`config.mk`:
```
export PLATFORM = sky130hd
export DESIGN_NAME = gamma_lut_writer
export DESIGN_NICKNAME = d
export VERILOG_FILES = /design/src/rtl/gamma_lut_writer.sv
export SDC_FILE = /design/constraint.sdc
export NUM_CORES = 1
export LEC_CHECK = 0
export ABC_AREA = 1
export BUFFER_PORTS_ARGS = -buffer_cell sky130_fd_sc_hd__buf_2
export CAP_MARGIN = 5
export CORE_MARGIN = 2
export CORE_UTILIZATION = 35
export CTS_BUF_LIST = sky130_fd_sc_hd__clkbuf_16
export DETAILED_ROUTE_END_ITERATION = 7
export SLEW_MARGIN = 10
export SYNTH_ARGS = -nofsm -noshare
export SYNTH_HDL_FRONTEND = slang
export SYNTH_SLANG_ARGS = --single-unit
```
`constraint.sdc`:
```
create_clock -name clk -period 6.8 [get_ports clk]
set_clock_uncertainty 0.05 [all_clocks]
set_input_delay 0.34 -clock clk [delete_from_list [all_inputs] [get_ports clk]]
set_output_delay 0.34 -clock clk [all_outputs]
set_load 0.005 [all_outputs]
```
`src/rtl/gamma_lut_writer.sv`:
```
`default_nettype none
// ============================================================================
// Module      : gamma_lut_writer
// Description : Computes a 256-entry 8-bit gamma table (identity, sqrt or
//               square curve) one entry at a time and streams each entry
//               over a valid/ready write port into the gamma RAM.
//               Optional build macro GAMMA_LUT_CHECKSUM_EN adds a 16-bit
//               running checksum of the accepted write data.
// Revision    : 1.0 - initial release
// ============================================================================
module gamma_lut_writer #(
    parameter int DW      = 8,
    parameter int CURVE_W = 2
) (
    input  logic               clk,
    input  logic               rst,
    input  logic               start,
    input  logic [CURVE_W-1:0] curve_sel,
    output logic               wr_valid,
    input  logic               wr_ready,
    output logic [DW-1:0]      wr_addr,
    output logic [DW-1:0]      wr_data,
    output logic               busy,
    output logic               done
`ifdef GAMMA_LUT_CHECKSUM_EN
    ,
    output logic [15:0]        checksum
`endif
);

    // FSM encoding
    localparam logic [1:0] c_IDLE  = 2'd0;
    localparam logic [1:0] c_CALC  = 2'd1;
    localparam logic [1:0] c_WRITE = 2'd2;
    localparam logic [1:0] c_DONE  = 2'd3;

    // Curve codes; anything else (including the reserved code) is identity
    localparam logic [CURVE_W-1:0] c_SQRT   = CURVE_W'(1);
    localparam logic [CURVE_W-1:0] c_SQUARE = CURVE_W'(2);

    localparam logic [DW-1:0] c_LAST_ADDR = {DW{1'b1}};

    logic [1:0]         r_state;
    logic [CURVE_W-1:0] r_curve;
    logic [DW-1:0]      r_cnt;
    logic [DW-1:0]      r_addr;
    logic [DW-1:0]      r_data;
    logic               r_valid;
    logic               r_busy;
    logic               r_done;

    // Bit-serial square root state: partial root, partial remainder, step
    logic [7:0]         r_root;
    logic [9:0]         r_rem;
    logic [2:0]         r_step;

`ifdef GAMMA_LUT_CHECKSUM_EN
    logic [15:0]        r_checksum;
`endif

    // ------------------------------------------------------------------
    // Square root datapath: radicand = 255*x, consumed two bits per step
    // MSB pair first. Each step shifts in a pair, tries to subtract
    // 4*root+1, and appends the resulting root bit.
    // ------------------------------------------------------------------
    logic [15:0] w_rad;
    logic [2:0]  w_pair_idx;
    logic [1:0]  w_pair;
    logic [11:0] w_rem_shift;
    logic [11:0] w_trial;
    logic        w_ge;
    logic [9:0]  w_rem_next;
    logic [7:0]  w_root_next;

    assign w_rad       = {r_cnt, 8'h00} - {8'h00, r_cnt};
    assign w_pair_idx  = 3'd7 - r_step;
    assign w_pair      = w_rad[{w_pair_idx, 1'b1} -: 2];
    assign w_rem_shift = {r_rem, w_pair};
    assign w_trial     = {2'b00, r_root, 2'b01};
    assign w_ge        = (w_rem_shift >= w_trial);
    // The true remainder never exceeds 2*root (< 1024), so 10 bits suffice
    assign w_rem_next  = w_ge ? (w_rem_shift[9:0] - w_trial[9:0]) : w_rem_shift[9:0];
    assign w_root_next = {r_root[6:0], w_ge};

    // ------------------------------------------------------------------
    // Square datapath: floor((x*x + 127) / 255) without a divider.
    // For n < 65535, floor(n/255) == (n + 1 + (n >> 8)) >> 8.
    // ------------------------------------------------------------------
    logic [15:0] w_sq;
    logic [16:0] w_num;
    logic [16:0] w_quot;
    logic [7:0]  w_sq_res;
    logic        w_unused_sq;

    assign w_sq        = {8'h00, r_cnt} * {8'h00, r_cnt};
    assign w_num       = {1'b0, w_sq} + 17'd127;
    assign w_quot      = w_num + 17'd1 + {8'h00, w_num[16:8]};
    assign w_sq_res    = w_quot[15:8];
    assign w_unused_sq = ^{w_quot[16], w_quot[7:0]};

    // Control FSM with all outputs registered
    always_ff @(posedge clk) begin
        if (rst) begin
            r_state <= c_IDLE;
            r_curve <= '0;
            r_cnt   <= '0;
            r_addr  <= '0;
            r_data  <= '0;
            r_valid <= 1'b0;
            r_busy  <= 1'b0;
            r_done  <= 1'b0;
            r_root  <= '0;
            r_rem   <= '0;
            r_step  <= '0;
`ifdef GAMMA_LUT_CHECKSUM_EN
            r_checksum <= '0;
`endif
        end else begin
            case (r_state)
                c_IDLE: begin
                    r_done <= 1'b0;
                    if (start) begin
                        r_curve <= curve_sel;
                        r_cnt   <= '0;
                        r_busy  <= 1'b1;
                        r_root  <= '0;
                        r_rem   <= '0;
                        r_step  <= '0;
`ifdef GAMMA_LUT_CHECKSUM_EN
                        r_checksum <= '0;
`endif
                        r_state <= c_CALC;
                    end
                end

                c_CALC: begin
                    if (r_curve == c_SQRT) begin
                        // One root bit per cycle; eighth step yields the entry
                        r_root <= w_root_next;
                        r_rem  <= w_rem_next;
                        r_step <= r_step + 3'd1;
                        if (r_step == 3'd7) begin
                            r_data  <= w_root_next;
                            r_addr  <= r_cnt;
                            r_valid <= 1'b1;
                            r_state <= c_WRITE;
                        end
                    end else begin
                        r_data  <= (r_curve == c_SQUARE) ? w_sq_res : r_cnt;
                        r_addr  <= r_cnt;
                        r_valid <= 1'b1;
                        r_state <= c_WRITE;
                    end
                end

                c_WRITE: begin
                    // Address/data stay put until the RAM takes the entry
                    if (r_valid && wr_ready) begin
                        r_valid <= 1'b0;
`ifdef GAMMA_LUT_CHECKSUM_EN
                        r_checksum <= r_checksum + {8'h00, r_data};
`endif
                        if (r_cnt == c_LAST_ADDR) begin
                            r_busy  <= 1'b0;
                            r_done  <= 1'b1;
                            r_state <= c_DONE;
                        end else begin
                            r_cnt   <= r_cnt + 1'b1;
                            r_root  <= '0;
                            r_rem   <= '0;
                            r_step  <= '0;
                            r_state <= c_CALC;
                        end
                    end
                end

                c_DONE: begin
                    r_done  <= 1'b0;
                    r_state <= c_IDLE;
                end

                default: begin
                    r_state <= c_IDLE;
                end
            endcase
        end
    end

    assign wr_valid = r_valid;
    assign wr_addr  = r_addr;
    assign wr_data  = r_data;
    assign busy     = r_busy;
    assign done     = r_done;
`ifdef GAMMA_LUT_CHECKSUM_EN
    assign checksum = r_checksum;
`endif

endmodule
`default_nettype wire

```
After elaboration in Yosys (flattened, before gate mapping)
Cells that the tools add are included.
{ "op_classes": {"bitwise_logic": 0, "n_eq_ne": 14, "addsub": 8, "order_cmp": 1, "n_div": 0, "mux": 41, "reduce_logical": 15, "shifts": 1, "mul": 1} }
{ "ops": {"columns": ["cell", "count"], "rows": [
  ["8-bit two-way mux", 11],
  ["10-bit two-way mux", 5],
  ["10-bit case mux with 3 select lines", 1],
  ["8-bit case mux with 3 select lines", 1],
  ["16-bit by 7-bit adder with 17-bit output, second input constant", 1],
  ["17-bit by 5-bit variable part select with 2-bit output", 1],
  ["16-bit by 1-bit adder with 16-bit output, second input constant", 1],
  ["16-bit by 9-bit adder with 16-bit output", 1],
  ["8-bit by 8-bit multiplier with 16-bit output", 1],
  ["8-bit case mux with 2 select lines", 1],
  ["16-bit by 8-bit subtractor with 16-bit output", 1],
  ["12-bit by 10-bit >= comparator with 1-bit output", 1],
  ["3-bit two-way mux", 4],
  ["2-bit two-way mux", 5],
  ["2-bit != test, second input constant", 5],
  ["10-bit subtractor", 1],
  ["3-bit case mux with 3 select lines", 1],
  ["3-bit AND reduction", 3],
  ["8-bit by 1-bit adder with 8-bit output, second input constant", 1],
  ["8-bit equality test, second input constant", 1],
  ["1-bit two-way mux", 8],
  ["2-bit case mux with 4 select lines", 1],
  ["4-bit AND reduction", 2],
  ["2-bit equality test, second input constant", 3],
  ["other kinds (14)", 20]
]} }
{ "totals": {"out_inout_bits": 19, "n_memories": 0, "latchBits": 0, "mem_bits_rw": 0, "elab_cells": 92, "ff_bits": 52, "rom_bits": 0} }

Logic depth before layout (Yosys ltp)
Gate-level depths: netlist (run 1).
{ "depth": {"word_depth": 6, "mapped_depth": 36, "mapped_depth_nobuf": 34} }

Worst setup path after synthesis (run 1)
No wires, ideal clock.
{ "synth_timing": {"path_kind": "register to register", "startpoint": "register r_cnt[5]", "endpoint": "register r_data[4] (netlist: wr_data[4])", "required_ps": 6628, "setup_slack_ps": 1382, "t_arrival_ps": 5246, "setup_time_ps": 122, "path_stages_with_launch": 30, "path_buffers": 2, "synth_period_minus_slack_ps": 5418, "cell_sequence": "dfxtp_1 -> buf_2 -> buf_1 -> nand2_1 -> inv_1 -> fa_1 -> fa_1 -> fa_1 -> inv_1 -> fa_1 -> inv_1 -> ha_1 -> a21oi_1 -> nand2_1 -> nand2_2 -> nand3_2 -> a21oi_1 -> o21bai_2 -> xor2_1 -> ha_1 -> a21oi_1 -> o21ai_0 -> nand2_1 -> nand2_1 -> inv_2 -> nand2_1 -> nand2_1 -> nand3_1 -> nand2_1 -> a21oi_2"} }
{ "synth_via": {"elab_chain_cells": 6} }
{ "synth_lines": {"columns": ["item", "line", "rtl"], "rows": [
  ["start, declared", "45", "logic [DW-1:0] r_cnt;"],
  ["start signal, assigned", "168", "r_cnt <= r_cnt + 1'b1;"],
  ["8-bit by 8-bit multiplier with 16-bit output (*)", "95", "assign w_sq = {8'h00, r_cnt} * {8'h00, r_cnt};"],
  ["16-bit by 7-bit adder with 17-bit output (*)", "96", "assign w_num = {1'b0, w_sq} + 17'd127;"],
  ["16-bit by 1-bit adder with 16-bit output", "97", "assign w_quot = w_num + 17'd1 + {8'h00, w_num[16:8]};"],
  ["16-bit by 9-bit adder with 16-bit output (*)", "97", null],
  ["8-bit two-way mux (*)", "149", "r_data <= (r_curve == c_SQUARE) ? w_sq_res : r_cnt;"],
  ["8-bit two-way mux (*)", "137", "if (r_curve == c_SQRT) begin"],
  ["end signal, assigned", "143", "r_data <= w_root_next;"],
  ["end signal, assigned", "149", null],
  ["end, declared", "47", "logic [DW-1:0] r_data;"]
]} }
Mark *: on every way between the ends. The rest lies on a longest branch, timed or not.
A chain may end at the register's enable or synchronous reset.

Worst setup path after layout (run 1)
{ "layout_timing": {"startpoint": "register r_cnt[4]", "endpoint": "register r_data[3] (netlist: wr_data[3])"} }
The elaborated chain is that of the path after synthesis.

==> metrics.yaml, run 1 <==
floorplan:
  die_h_um: 133
  fp.dieW_um: 133
  core_um2: 16000
  fp.dieArea_um2: 17600
  pin_count: 25
  initial_core_util_pct: 36.1
  rows: 46
clock_network:
  numCtsBuffers: 5
  cts-root-buf: "clkbuf_16"
  clockBufferDepth: 2
  clk_pin_slew_worst_paths_ns: 0.07
  post-cts-setup-buffers: 0
  htreeDepth: 2
  cts_sinks: 52
  cts_tree: "done"
  holdBufCountCts: 0
  cts_resized: 0
  clock_latency_ns: 0.30
final_layout:
  fin_cells: 1101
  layout_common_cells: "230 x nand2_1, 149 x inv_1, 70 x a21oi_1"
  final_util_pct: 39.0
  layout_commonest_cell: "nand2_1"
  fillerInstances: 1795
  drive_above_1_share_pct: 10.2
  syn_to_final_growth_pct: 7.92
  nNetsFinal: 973
  antenna_cells: 0
job:
  maxCapViolCount: 0
detailed_routing:
  routed_wl_um: 14900
  ant_nets: 0
  drtIter0Drc: 362
  dr.pass1.iters: 6
  viasPerCell: 4.86
  wl_per_cell_um: 13.6
  drc: 0
  route.vias.total: 5356
synth:
  synth.area.mux_share_pct: 0
  synthAdderAreaFrac_pct: 21.9
  ys_warn_count: 0
  ys_types: 46
  synthesis.area_um2: 5780
  yosysSeqAreaShare_pct: 18.0
  yosys.area_share.simple_pct: 30.5
  yosysTopAreaCellShare_pct: 18.0
  synth_edf_count: 0
  synth_area_per_cell_um2: 6.61
  synthArstFlopShare_pct: 0
  synthFlopType: "dfxtp_1"
  yosysTopAreaCell: "dfxtp_1"
  synth_nets: 964
  synth_xor_area_share_pct: 3.35
  synth_top_family_by_area: "simple AND/OR/NAND/NOR gates"
  synth_compound_area_share_pct: 14.1
  ys_ff_latch: 52
  synthTopCellsByArea: "dfxtp_1 18%, nand2_1 15%, ha_1 11%"
  syn-instance-count: 875
timing:
  period_minus_slack_ns: 6.05
  timing.fmax_mhz: 165
  fin_setup_tns_ns: 0
  slew_violations: 0
  fin_crit_sh_pct: 89.0
  worst_slew_margin_rel_pct: 43.3
  rsz0062_at_grt: "false"
  hold_viol: 0
  setup_viol: 0
  worstMarginPinSlew_ns: 0.850
placement:
  hpwl_um: 11900
  dpl.cell_count: 1093
  gp_congestion: 0.924
  portBuffers: 24
global_route:
  grt_use_met2_pct: 26.8
  grt_use_met3_pct: 2.11
  groute.usage.overall_pct: 17.2
  busiest_layer: "met2"
  antenna_found_initial: 0
  grt-ovfl-total: 0
  grt_pass1_wl_um: 25100
  grt_max_degree: 26
  grt_pass1_vias: 5086
  grt_util_met1_pct: 25.9
setup_path:
  worstPathArrival_ns: 6.23
  cpPeakStageDelay_ns: 0.70
  cp_slowest_cell: "dfxtp_1"
  rr_endpoint: "wr_data[3]$_SDFFE_PP0P_"
  reg2regPathDepth: 26
  rrSetupSlack_ns: 0.75
  path_delay_family: "adder cells"
  cp_num_buf_inv: 3
  critPathMostFrequentCell: "nand2_1"
  worstPathRequired_ns: 6.98
  startpoint_type: "register"
  crit_fanout: 15
  timing.rr.start: "r_cnt[4]$_SDFFE_PP0P_"
  endpoint_kind: "register"
  path_class: "reg2reg"
min_path:
  hold_depth: 3
  min_to: "r_curve[1]$_SDFFE_PP0P_"
  hp-start: "curve_sel[1]"
  min_path_type: "in2reg"
power:
  powerDensity_nw_per_um2: 246
  leakagePower_uw: 0.00325
  ir_drop_mv: 0.163
status:
  status: "complete, no violations"
## final cells by class
cell class | instances | area, um2 | share of cell area [%]
tap | 216 | 270 | 4.33
timing repair buffer | 26 | 135 | 2.17
clock buffer | 5 | 125 | 2.00
sequential | 52 | 1040 | 16.7
inverter | 157 | 589 | 9.44
clock inverter | 3 | 42.5 | 0.682
multi-input combinational | 642 | 4040 | 64.7
## cell usage after synthesis, drive strengths merged, types with 3 or more instances
| cell type | instances |
|---|---|
| a21oi | 76 |
| a31oi | 7 |
| buf | 12 |
| clkbuf | 12 |
| dfxtp | 52 |
| fa | 30 |
| ha | 53 |
| inv | 157 |
| nand2 | 249 |
| nand3 | 69 |
| nand3b | 3 |
| nand4 | 8 |
| nor2 | 63 |
| nor3 | 6 |
| o211ai | 4 |
| o21ai | 41 |
| o21bai | 4 |
| xnor2 | 5 |
| xor2 | 12 |
## routing by layer
| metal | vias up | share of wire [%] |
|---|---|---|
| li1 | 2789 | - |
| met1 | 2460 | 52 |
| met2 | 95 | 44 |
| met3 | 12 | 3.0 |
| met4 | 0 | 0.94 |
| met5 | - | 0 |
## per-stage QoR
| step | hold slack [ns] | instance area [um2] | worst slack, ns | power, uW |
|---|---|---|---|---|
| floorplan | 0.395 | 5780 | 1.38 | 1030 |
| global placement | 0.401 | 6070 | 0.917 | 1240 |
| detailed placement | 0.414 | 6070 | 0.757 | 1240 |
| CTS | 0.262 | 6240 | 0.744 | 1540 |
| global route | 0.268 | 6240 | 0.230 | 1670 |
| finish | 0.262 | 6240 | 0.749 | 1530 |
## cells by family (layout without fill, tap and decap cells)
kind of cell,after synthesis,after routing
compound gates,143,143
xor+xnor,17,17
fa+ha+maj,83,83
buf+inv,181,191
flops,52,52
simple gates,399,399
## where the power goes
group / leakage [uW] / switching, uW / internal, uW / total, uW
clock: 0.0000856 / 120 / 174 / 294
sequential: 0.000423 / 58.3 / 371 / 429
combinational: 0.00274 / 536 / 275 / 811
## worst reg2reg max path, cell delays in order (launching register included)
cell and delay (ns):
dfxtp_1 0.70, nand2_1 0.24, fa_1 0.58, inv_1 0.07
fa_1 0.50, fa_1 0.55, inv_1 0.06, fa_1 0.53
inv_1 0.04, ha_1 0.37, a21oi_1 0.31, o211ai_2 0.21
xor2_4 0.31, ha_1 0.31, a21oi_1 0.15, nor2_1 0.06
a211oi_1 0.16, nand2_1 0.11, nand3_2 0.10, nand2_2 0.06
nand2_2 0.08, nand2_2 0.06, nand2_1 0.06, nand3_1 0.08
nand2_1 0.07, nand2_1 0.06, a21oi_2 0.12
## worst max-delay path by stage
| stage | from | to | cells past startpoint |
|---|---|---|---|
| floorplan | r_cnt[5]$_SDFFE_PP0P_ | wr_data[4]$_SDFFE_PP0P_ | 29 |
| global placement | r_cnt[4]$_SDFFE_PP0P_ | wr_data[3]$_SDFFE_PP0P_ | 29 |
| detailed placement | r_cnt[4]$_SDFFE_PP0P_ | wr_data[3]$_SDFFE_PP0P_ | 26 |
| CTS | r_cnt[4]$_SDFFE_PP0P_ | wr_data[3]$_SDFFE_PP0P_ | 26 |
| global route | r_cnt[4]$_SDFFE_PP0P_ | wr_data[4]$_SDFFE_PP0P_ | 29 |
| finish | r_cnt[4]$_SDFFE_PP0P_ | wr_data[3]$_SDFFE_PP0P_ | 26 |
## flip-flops by register name, summed over array words and instances (netlist names), 2 cells and up
name and cells:
r_cnt 8, r_curve 2, r_rem 10, r_root 8, r_state 2, r_step 3
wr_addr 8, wr_data 8
Note: power is estimated with default switching activity, not from simulation.
==> run 2: changes to the inputs <==
--- a/config.mk
+++ b/config.mk
@@ -9,7 +9,7 @@
 export BUFFER_PORTS_ARGS = -buffer_cell sky130_fd_sc_hd__buf_2
 export CAP_MARGIN = 5
 export CORE_MARGIN = 2
-export CORE_UTILIZATION = 35
+export CORE_UTILIZATION = 45
 export CTS_BUF_LIST = sky130_fd_sc_hd__clkbuf_16
 export DETAILED_ROUTE_END_ITERATION = 7
 export SLEW_MARGIN = 10
==> run 2 against run 1 <==
Against the previous run:
- sequential cell count did not move
- design area fell by 0.60%
- routed wire length rose by 0.37%
- critical path type unchanged
- critical endpoint unchanged
==> metrics.yaml, run 2 (same netlist as run 1, synthesis figures left out) <==
placement:
  gp_congestion: 0.935
  hpwl_um: 11900
  portBuffers: 24
  post-place-ws_ns: 0.625
  dpl.cell_count: 1049
clock_network:
  cts_resized: 0
  htreeDepth: 2
  numCtsBuffers: 5
  clock_latency_ns: 0.29
  cts-root-buf: "clkbuf_16"
  post-cts-setup-buffers: 0
  cts_sinks: 52
  cts_tree: "done"
  holdBufCountCts: 0
  clk_pin_slew_worst_paths_ns: 0.07
  clockBufferDepth: 2
power:
  powerDensity_nw_per_um2: 253
  leakagePower_uw: 0.00326
  power.total_uw: 1570
  p_sw_uw: 712
  ir_drop_mv: 0.180
  seq_power_share_pct: 27.1
  power_switching_share_pct: 45.4
  clockPowerShare_pct: 20.6
  intPower_uw: 855
  p_comb_share_pct: 52.3
floorplan:
  rows: 41
  initial_core_util_pct: 46.0
  fp.dieArea_um2: 13800
  fp.dieW_um: 117
  core_um2: 12600
  pin_count: 25
  die_h_um: 117
final_layout:
  fin_cells: 1056
  layout_common_cells: "230 x nand2_1, 148 x inv_1, 70 x a21oi_1"
  fillerInstances: 1298
  largest_reg_flops: 10
  syn_to_final_growth_pct: 7.27
  layout_commonest_cell: "nand2_1"
  antenna_cells: 0
  drive_above_1_share_pct: 10.2
  nNetsFinal: 973
  largest-register: "r_rem"
detailed_routing:
  routed.top_layer: "met4"
  drc: 0
  wl_met1_um: 7260
  routed_wl_um: 15000
  wl_met3_um: 924
  route.vias.total: 5500
  drtIter0Drc: 360
  dr.pass1.iters: 6
  wl_per_cell_um: 14.2
  wl_met2_um: 6580
  ant_nets: 0
  viasPerCell: 5.21
setup_path:
  endpoint_kind: "register"
  crit_fanout: 15
  path_delay_family: "adder cells"
  cpPeakStageDelay_ns: 0.74
  critPathMostFrequentCell: "nand2_1"
  worstPathArrival_ns: 6.37
  path_class: "reg2reg"
  cp_slowest_cell: "dfxtp_1"
  startpoint_type: "register"
  cp_num_buf_inv: 4
  worstPathRequired_ns: 6.97
global_route:
  antenna_found_initial: 0
  grt_pass1_vias: 5280
  groute.usage.overall_pct: 22.2
  grt_max_degree: 26
  grt-ovfl-total: 0
  grt_pass1_wl_um: 25500
timing:
  period_minus_slack_ns: 6.20
  worstMarginPinSlew_ns: 0.821
  timing.fmax_mhz: 161
  hold_viol: 0
  slew_violations: 0
  fin_crit_sh_pct: 91.1
  setup_ws_ns: 0.604
  setup_viol: 0
  fin_setup_tns_ns: 0
  rsz0062_at_grt: "false"
  worst_slew_margin_rel_pct: 45.1
status:
  status: "complete, no violations"
job:
  maxCapViolCount: 0
min_path:
  min_path_type: "in2reg"
==> run 2: cell types whose count changed in the layout (fill, tap and decap cells not counted), sizes merged <==
| cell | change |
|---|---|
| bufinv | +1 |
| inv | -2 |
==> run 2: metal layers <==
layer / GRT usage [%] / up-vias
met3: 3.65 / 15
li1: - / 2789
met2: 34.4 / 162
met1: 32.3 / 2534
met4: 5.50 / 0
met5: 0 / -
==> run 2: metrics by stage <==
stage	cell area, um2	hold WS [ns]	utilization [%]
after CTS	6200	0.250	49.4
after detailed placement	6020	0.411	47.9
after global placement	6020	0.402	47.9
after global routing	6200	0.248	49.4
after floorplan	5780	0.395	-
final	6200	0.249	49.4
==> run 2: final cells by class <==
class	count	area (um2)	share of cell area, %
clock inverters	2	60.1	0.968
inverters	157	589	9.50
flip-flops and latches	52	1040	16.8
repair buffers	26	135	2.18
well taps	172	215	3.47
multi-input cells	642	4040	65.1
clock buffers	5	125	2.02
==> run 2: power groups by stage <==
stage / Sequential (uW) / Combinational (uW) / Clock, uW
after floorplan: 415 / 612 / 0
after global placement: 428 / 801 / 0
after detailed placement: 429 / 803 / 0
after CTS: 423 / 812 / 327
after global routing: 432 / 926 / 340
final: 425 / 821 / 322
==> run 2: worst min-delay path, stage by stage <==
cell and delay, ns:
buf_2 0.07, o21ai_0 0.07, nor2_1 0.07
==> run 2: path summary, 6_finish.rpt <==
kind	slack, ns	from	to	depth (start not counted)
setup / recovery	0.60	r_cnt[4]$_SDFFE_PP0P_	wr_data[3]$_SDFFE_PP0P_	29
hold / removal	0.25	curve_sel[1]	r_curve[1]$_SDFFE_PP0P_	3
setup reg to reg	0.60	r_cnt[4]$_SDFFE_PP0P_	wr_data[3]$_SDFFE_PP0P_	29
hold reg to reg	0.42	busy$_SDFFE_PP0P_	busy$_SDFFE_PP0P_	2
